## config.mk

```make
export PLATFORM = sky130hd
export DESIGN_NAME = cache_set_assoc
export DESIGN_NICKNAME = d
export VERILOG_FILES = /design/src/rtl/cache_set_assoc.sv
export SDC_FILE = /design/constraint.sdc
export NUM_CORES = 2
export LEC_CHECK = 0
export BUFFER_PORTS_ARGS = -buffer_cell sky130_fd_sc_hd__buf_2
export CAP_MARGIN = 5
export CORE_MARGIN = 3
export CORE_UTILIZATION = 50
export CTS_CLUSTER_SIZE = 28
export DETAILED_ROUTE_END_ITERATION = 10
export GPL_TIMING_DRIVEN = 0
export PLACE_DENSITY = 0.68
export SLEW_MARGIN = 20
export SYNTH_ARGS = -nofsm -noshare
export SYNTH_HDL_FRONTEND = slang
export SYNTH_SLANG_ARGS = --single-unit
```

## constraint.sdc

```tcl
create_clock -name clk -period 7.55 [get_ports clk]
set_input_delay 0.3775 -clock clk [delete_from_list [all_inputs] [get_ports clk]]
set_output_delay 0.3775 -clock clk [all_outputs]
set_load 0.01 [all_outputs]
```

## src/rtl/cache_set_assoc.sv

```systemverilog
// N-way set-associative write-back, write-allocate data cache between a 32-bit
// word pipeline port and a 128-bit block memory, with saturating hit/miss counters.
module cache_set_assoc #(
  parameter int SET_BITS = 2,
  parameter int WAY_BITS = 1,
  parameter int CNT_W    = 16
) (
  input  logic               clk,
  input  logic               proc_reset_n,
  input  logic               proc_read,
  input  logic               proc_write,
  input  logic [29:0]        proc_addr,
  input  logic [31:0]        proc_wdata,
  output logic [31:0]        proc_rdata,
  output logic               proc_stall,
  output logic               mem_read,
  output logic               mem_write,
  output logic [27:0]        mem_addr,
  output logic [127:0]       mem_wdata,
  input  logic [127:0]       mem_rdata,
  input  logic               mem_ready,
  output logic [CNT_W-1:0]   hit_count,
  output logic [CNT_W-1:0]   miss_count
);

  localparam int NSETS = 1 << SET_BITS;
  localparam int NWAYS = 1 << WAY_BITS;
  localparam int WW    = (WAY_BITS > 0) ? WAY_BITS : 1;
  localparam int TAG_W = 28 - SET_BITS;

  typedef enum logic [1:0] {S_COMPARE, S_WRITEBACK, S_ALLOCATE} state_t;

  state_t             state_q;
  logic               prev_cmp_q;
  logic [WW-1:0]      victim_q;
  logic               victim_rr_q;
  logic [CNT_W-1:0]   hit_q;
  logic [CNT_W-1:0]   miss_q;

  logic               valid_q [NSETS][NWAYS];
  logic               dirty_q [NSETS][NWAYS];
  logic [TAG_W-1:0]   tag_q   [NSETS][NWAYS];
  logic [127:0]       data_q  [NSETS][NWAYS];
  logic [WW-1:0]      rr_q    [NSETS];

  logic [SET_BITS-1:0] idx;
  logic [TAG_W-1:0]    tag;
  logic [1:0]          word;
  logic                req;

  assign idx  = proc_addr[SET_BITS+1:2];
  assign tag  = proc_addr[29:SET_BITS+2];
  assign word = proc_addr[1:0];
  assign req  = proc_read | proc_write;

  logic [NWAYS-1:0] hit_vec;
  logic [NWAYS-1:0] inv_vec;

  generate
    for (genvar gi = 0; gi < NWAYS; gi++) begin : g_way
      assign hit_vec[gi] = valid_q[idx][gi] && (tag_q[idx][gi] == tag);
      assign inv_vec[gi] = !valid_q[idx][gi];
    end
  endgenerate

  logic          hit;
  logic [WW-1:0] hit_way;
  logic          has_inv;
  logic [WW-1:0] inv_way;

  // Descending scan so the lowest-index match wins.
  always_comb begin
    hit     = 1'b0;
    hit_way = '0;
    has_inv = 1'b0;
    inv_way = '0;
    for (int w = NWAYS - 1; w >= 0; w--) begin
      if (hit_vec[w]) begin
        hit     = 1'b1;
        hit_way = WW'(w);
      end
      if (inv_vec[w]) begin
        has_inv = 1'b1;
        inv_way = WW'(w);
      end
    end
  end

  logic [WW-1:0]  victim_sel;
  logic [WW-1:0]  rr_next;
  logic [127:0]   hit_line;
  logic [31:0]    hit_word;
  logic           victim_dirty;

  assign victim_sel   = has_inv ? inv_way : rr_q[idx];
  assign rr_next      = (NWAYS == 1) ? '0 : WW'(rr_q[idx] + 1'b1);
  assign hit_line     = data_q[idx][hit_way];
  assign hit_word     = hit_line[{word, 5'd0} +: 32];
  assign victim_dirty = valid_q[idx][victim_sel] && dirty_q[idx][victim_sel];

  always_comb begin
    proc_stall = 1'b0;
    proc_rdata = '0;
    mem_read   = 1'b0;
    mem_write  = 1'b0;
    mem_addr   = '0;
    mem_wdata  = '0;
    case (state_q)
      S_COMPARE: begin
        if (req) begin
          proc_stall = ~hit;
          if (hit && proc_read) proc_rdata = hit_word;
        end
      end
      S_WRITEBACK: begin
        proc_stall = 1'b1;
        mem_addr   = {tag_q[idx][victim_q], idx};
        mem_wdata  = data_q[idx][victim_q];
        mem_write  = ~mem_ready;
      end
      S_ALLOCATE: begin
        proc_stall = 1'b1;
        mem_addr   = proc_addr[29:2];
        mem_read   = ~mem_ready;
      end
      default: ;
    endcase
  end

  always_ff @(posedge clk or negedge proc_reset_n) begin
    if (!proc_reset_n) begin
      state_q     <= S_COMPARE;
      prev_cmp_q  <= 1'b1;
      victim_q    <= '0;
      victim_rr_q <= 1'b0;
      hit_q       <= '0;
      miss_q      <= '0;
      for (int s = 0; s < NSETS; s++) begin
        rr_q[s] <= '0;
        for (int w = 0; w < NWAYS; w++) begin
          valid_q[s][w] <= 1'b0;
          dirty_q[s][w] <= 1'b0;
        end
      end
    end else begin
      prev_cmp_q <= (state_q == S_COMPARE);
      case (state_q)
        S_COMPARE: begin
          if (req) begin
            if (hit) begin
              if (proc_write) dirty_q[idx][hit_way] <= 1'b1;
              // The completion right after a fill is not a fresh hit.
              if (prev_cmp_q && (hit_q != '1)) hit_q <= hit_q + 1'b1;
            end else begin
              victim_q    <= victim_sel;
              victim_rr_q <= ~has_inv;
              if (miss_q != '1) miss_q <= miss_q + 1'b1;
              state_q     <= victim_dirty ? S_WRITEBACK : S_ALLOCATE;
            end
          end
        end
        S_WRITEBACK: begin
          if (mem_ready) begin
            dirty_q[idx][victim_q] <= 1'b0;
            state_q                <= S_ALLOCATE;
          end
        end
        S_ALLOCATE: begin
          if (mem_ready) begin
            valid_q[idx][victim_q] <= 1'b1;
            dirty_q[idx][victim_q] <= 1'b0;
            if (victim_rr_q) rr_q[idx] <= rr_next;
            state_q <= S_COMPARE;
          end
        end
        default: state_q <= S_COMPARE;
      endcase
    end
  end

  // Tag and data payload carry no reset; valid bits gate their use.
  always_ff @(posedge clk) begin
    if (state_q == S_COMPARE && req && hit && proc_write)
      data_q[idx][hit_way][{word, 5'd0} +: 32] <= proc_wdata;
    if (state_q == S_ALLOCATE && mem_ready) begin
      data_q[idx][victim_q] <= mem_rdata;
      tag_q[idx][victim_q]  <= tag;
    end
  end

  assign hit_count  = hit_q;
  assign miss_count = miss_q;

endmodule

```

### Word-level counts from Yosys, hierarchy flattened

Memory sizes are Yosys's and may differ from the RTL's.
Index checks and enable logic that the tools add are counted.
Widths: inputs -> output; s select.

* output and inout bits: 223
* bits of input ports: 195
* RAM bits: 1232
* memories kept: 2
* word-level logic and storage cells: 674
* bits in registers: 57

Memory list
* data_q: words 4, width 256, rd ports 1, clocked after memory_dff 0, wr ports 1, RTL line 43 `logic [127:0] data_q [NSETS][NWAYS];`
* tag_q: words 4, width 52, rd ports 1, clocked after memory_dff 0, wr ports 1, RTL line 42 `logic [TAG_W-1:0] tag_q [NSETS][NWAYS];`

* muxes and demuxes: 329
* magnitude comparators: 7
* add/sub/neg operators: 4
* bitwise gates (word level): 268
* reductions and logical operators: 22
* shifts and indexed selects: 3
* eq/ne operators: 13

Operators by type and width (count)
* $mux 128: 9
* $mux 256: 2
* $mux 1: 279
* $or 1x1->1: 257
* $demux 128 s1: 2
* $shift 32x9->128 const A: 1
* $shiftx 128x8->32: 1
* $shiftx 32x9->128: 1
* $mux 26: 4
* $mux 32: 3
* $pmux 28 s2: 1
* $eq 26x26->1: 2
* $mux 52: 1
* $add 16x1->16 const B: 2
* $mux 8: 4
* $ne 16x16->1 const B: 2
* $demux 26 s1: 1
* $mux 2: 11
* $or 8x8->8: 2
* $pmux 8 s2: 1
* $logic_and 1x1->1: 12
* $ne 2x2->1 const B: 6
* $reduce_and 4->1: 3
* $neg 7->9: 1
* 27 further kinds: 38

### Longest topological paths before layout

* depth in word-level cells: 19
* mapped depth: 15
* gate-level depth less buffers: 8

### Least setup slack after synthesis

Ideal clock, no wire load.

* path kind: input to register
* start point: in proc_addr[3]
* end point: mem data_q[0][0] (netlist name), enable pin
* library setup time: 421 ps
* stages on the path: 13
* slack: 2773 ps
* data required time: 7129 ps
* buffers on the path: 5
* arrival: 4356 ps
* path through: buf_2 clkbuf_1 mux4_2 a22o_1 a2111oi_0 o2111ai_1 nand4b_2 nor2b_1 buf_2 buf_6 buf_4 a31oi_1 nor2_1

* word-level cells in the longest chain between the ends: 14
* elaborated cells on any way between the ends: 23
* those cells by class: 2 x order compare; 2 x eq/ne; 10 x mux; 3 x bitwise; 5 x reduce/logical; 1 x memory

Ends and longest elaborated chain
* start: declaration: RTL line 12 `input logic [29:0] proc_addr,`
* parallel branches: the longest is 14 deep, another holds $mem_v2 4x52
* end: declaration: RTL line 43

Parallel ways; which one is timed is not known. The select of a mux whose other input is x is not followed.

### Worst setup path after layout

* start point: in proc_addr[3]
* end point: out proc_rdata[26]

* word-level cells in the longest chain between the ends: 15
* elaborated cells on any way between the ends: 22
* those cells by class: 2 x eq/ne; 1 x shift; 12 x mux; 2 x bitwise; 3 x reduce/logical; 2 x memory

Ends and longest elaborated chain
* parallel branches: the longest is 12 deep, another holds $mem_v2 4x52
* $mux 32 *: RTL line 112 `if (hit && proc_read) proc_rdata = hit_word;`
* $mux 32 *: RTL line 110 `if (req) begin`
* $mux 32 *: RTL line 108 `case (state_q)`
* end: declaration: RTL line 14 `output logic [31:0] proc_rdata,`

Every way passes the cells marked *. The select of a mux whose other input is x is not followed.

==> qor.txt <==
Peak VDD IR = 0.220 mV
fin nets = 4,717
# port buffers = 415
largest net degree at the start of global routing = 58
CTS Root Cell = clkbuf_16
Syn Inst Count = 3,895
P&R area growth vs syn = 17.4%
layout cells sized above 1 = 0.236
leak pwr = 22.8 nW
vias in the first global route = 37,609
outcome = complete, no violations
Max-cap violations = 0
vias per cell = 6.46
Global Route Usage Sum = 0.349
#FFs+latches synth = 1,289
share of flip-flops with an asynchronous set or reset = 0.0442
Slew Viols, Final = 0
Crit Path Class = input pin to output port
Post-DRT Antenna Nets = 0
DR WL met2 = 92.4 mm
most frequent cells in the layout = 1,232 x edfxtp_1, 754 x nand2_1, 441 x buf_2, 308 x mux4_2, 294 x o21ai_0
Initial Utilization = 0.506
die area = 119,000 um^2
H-tree depth = 4
Slew Limit Headroom = 0.0851
Ys Warns = 0
DR WL met3 = 31.1 mm
post-CTS resize count = 0
Power Density = 288 nW/um^2
Final Hold Fails = 0
Clock power frac = 0.342
post-DP HPWL = 152 mm
Pre-Repair DR Iteration Count = 8
Worst Path Arrival = 5.91 ns
RSZ-0062 raised after global routing = false
Psw = 5.91 mW
syn_nets = 4,101
period utilization = 0.833
crit path max fanout = 10
chip height = 344 um
DR iter-0 viols = 5,754
# DRC = 0
register area share after synthesis = 0.671
DR WL/cell = 33.9 um
Cell Area, Synth = 57,300 um^2
Critical Path RT = 7.17 ns
core region area = 113,000 um^2
initial antenna violation count = 35
Avg Cell Area, Syn = 14.7 um^2
synth unique cells = 66
Reg power frac = 0.445
die width = 344 um
CP endpoint kind = output port
uppermost layer routed = met5
Post-synth EDFFs = 1,232
grt total ovfl = 0
row count = 123
CTS Buf Count = 139
total power = 19.4 mW
share of the core filled with cells = 0.594
switch share = 0.305
Ports = 418
fin crit period = 6.29 ns
commonest non-fill, non-tap cell in the layout = edfxtp_1
Placer Congestion = 0.990
clock skew after layout = 0.0339 ns
Startpoint Class = input pin
Synth Flop Type = edfxtp_1
# setup viols final = 0
logic gate share of total power = 0.213
global-route wire length before repair = 284 mm
Fin Setup TNS = 0 ns
fmax = 159 MHz
clock sinks = 1,289
final WL = 208 mm
internal power = 13.5 mW
vias after detailed routing = 39,714
HP Class = input pin to register
worst skew pair latency = 0.76 ns
Worst Tran Pin Value = 1.33 ns
Max Root-Sink Buffers = 3
DRT met1 WL = 68.6 mm
Reg clk slew, reported paths = 0.05 ns
TritonCTS clock tree = yes
[through the flow]
step | instance area (um^2) | hold slack [ns] | std cells | setup slack (ns)
floorplan | 57300 | 0.0819 | 3895 | 2.77
global placement | 61200 | 0.447 | 5810 | -0.628
detailed placement | 62600 | 0.452 | 5853 | 1.53
CTS | 67200 | 0.00110 | 6115 | 1.50
global route | 67200 | 0.0211 | 6116 | 1.27
finish | 67200 | 0.0326 | 6146 | 1.26
[flip-flops by register name (all words and copies together), names as in the netlist]
register and flops:
rr_q 4, victim_rr_q 1, state_q 2, hit_count 16, prev_cmp_q 1, dirty_q 8, valid_q 8, victim_q 1
tag_q 208, miss_count 16, data_q 1024
[final cells by class]
cell class              instances  area, um^2
fillers                      8566       45900
flip-flops and latches       1289       38400
multi-input cells            2322       17900
clock buffers                 177        3740
repair buffers                475        3310
well taps                    1500        1880
plain buffers                 258        1160
clock inverters                68         617
inverters                      26        97.6
diodes                         31        77.6
[metal layers]
layer  track usage  vias to the layer above
li1              -                    16069
met1         0.431                    19976
met2         0.518                     3045
met3         0.132                      612
met4         0.230                       12
met5             0                        -
[timing repair]
item	CTS	global route
endpoints found under the setup margin	0	0
setup buffers	0	0
hold buffers	17	0
hold endpoints to repair	173	0
[critical path, stage by stage]
cell      delay [ns]
buf_2           0.23
clkbuf_1        0.68
mux4_2          0.47
xnor2_1         0.44
nand4_1         0.15
nor4_1          0.30
and3_1          0.55
clkbuf_1        0.65
clkbuf_1        0.50
o21ai_0         0.17
a21oi_1         0.76
and4_1          0.42
buf_2           0.17
[cells by family (layout without fill, tap and decap cells)]
kind of cell | count (synthesis) | in the layout | synth area share
xor gates and xnor gates | 77 | 77 | 0.0118
and+or+nand+nor | 1242 | 1242 | 0.0903
adders and majority gates | 11 | 11 | 0.00240
AOI/OAI and AO/OA | 547 | 547 | 0.0578
DFF | 1289 | 1289 | 0.671
other | 0 | 31 | 0
muxes | 445 | 445 | 0.145
buffers and inverters | 284 | 1004 | 0.0215
[power by group through the flow]
| stage | Clock [mW] | Sequential [mW] | Combinational, mW |
|---|---|---|---|
| global route | 6.91 | 8.66 | 4.29 |
| CTS | 6.63 | 8.64 | 3.99 |
| detailed placement | 0 | 8.78 | 3.97 |
| floorplan | 0 | 8.76 | 2.08 |
| finish | 6.62 | 8.64 | 4.13 |
| global placement | 0 | 8.80 | 3.76 |
[worst paths after layout]
check | startpoint | end | slack, ns | cells after the start
max | proc_addr[3] | proc_rdata[26] | 1.26 | 13
min | proc_addr[27] | tag_q[0][49]$_DFFE_PP_ | 0.03 | 1
max reg2reg | tag_q[0][16]$_DFFE_PP_ | data_q[0][47]$_DFFE_PP_ | 2.43 | 12
min reg2reg | valid_q[2]$_DFFE_PN0P_ | valid_q[2]$_DFFE_PN0P_ | 0.46 | 1
max in group asynchronous | proc_reset_n | victim_q$_DFFE_PN0P_ | 6.78 | 2
min in group asynchronous | proc_reset_n | miss_count[5]$_DFFE_PN0P_ | 0.26 | 2
[synthesized netlist by cell type, drive strengths merged, types with 40 or more instances]
| library cell | count | share of area |
|---|---|---|
| a21boi | 129 | 0.017 |
| a21oi | 40 | 0.0035 |
| buf | 68 | 0.0074 |
| clkbuf | 190 | 0.012 |
| dfrtp | 56 | 0.024 |
| edfxtp | 1232 | 0.65 |
| mux2i | 129 | 0.023 |
| mux4 | 308 | 0.12 |
| nand2 | 754 | 0.049 |
| nor2 | 317 | 0.021 |
| o21ai | 302 | 0.026 |
| xnor2 | 50 | 0.0076 |
Note: power is estimated with default switching activity, not from simulation.
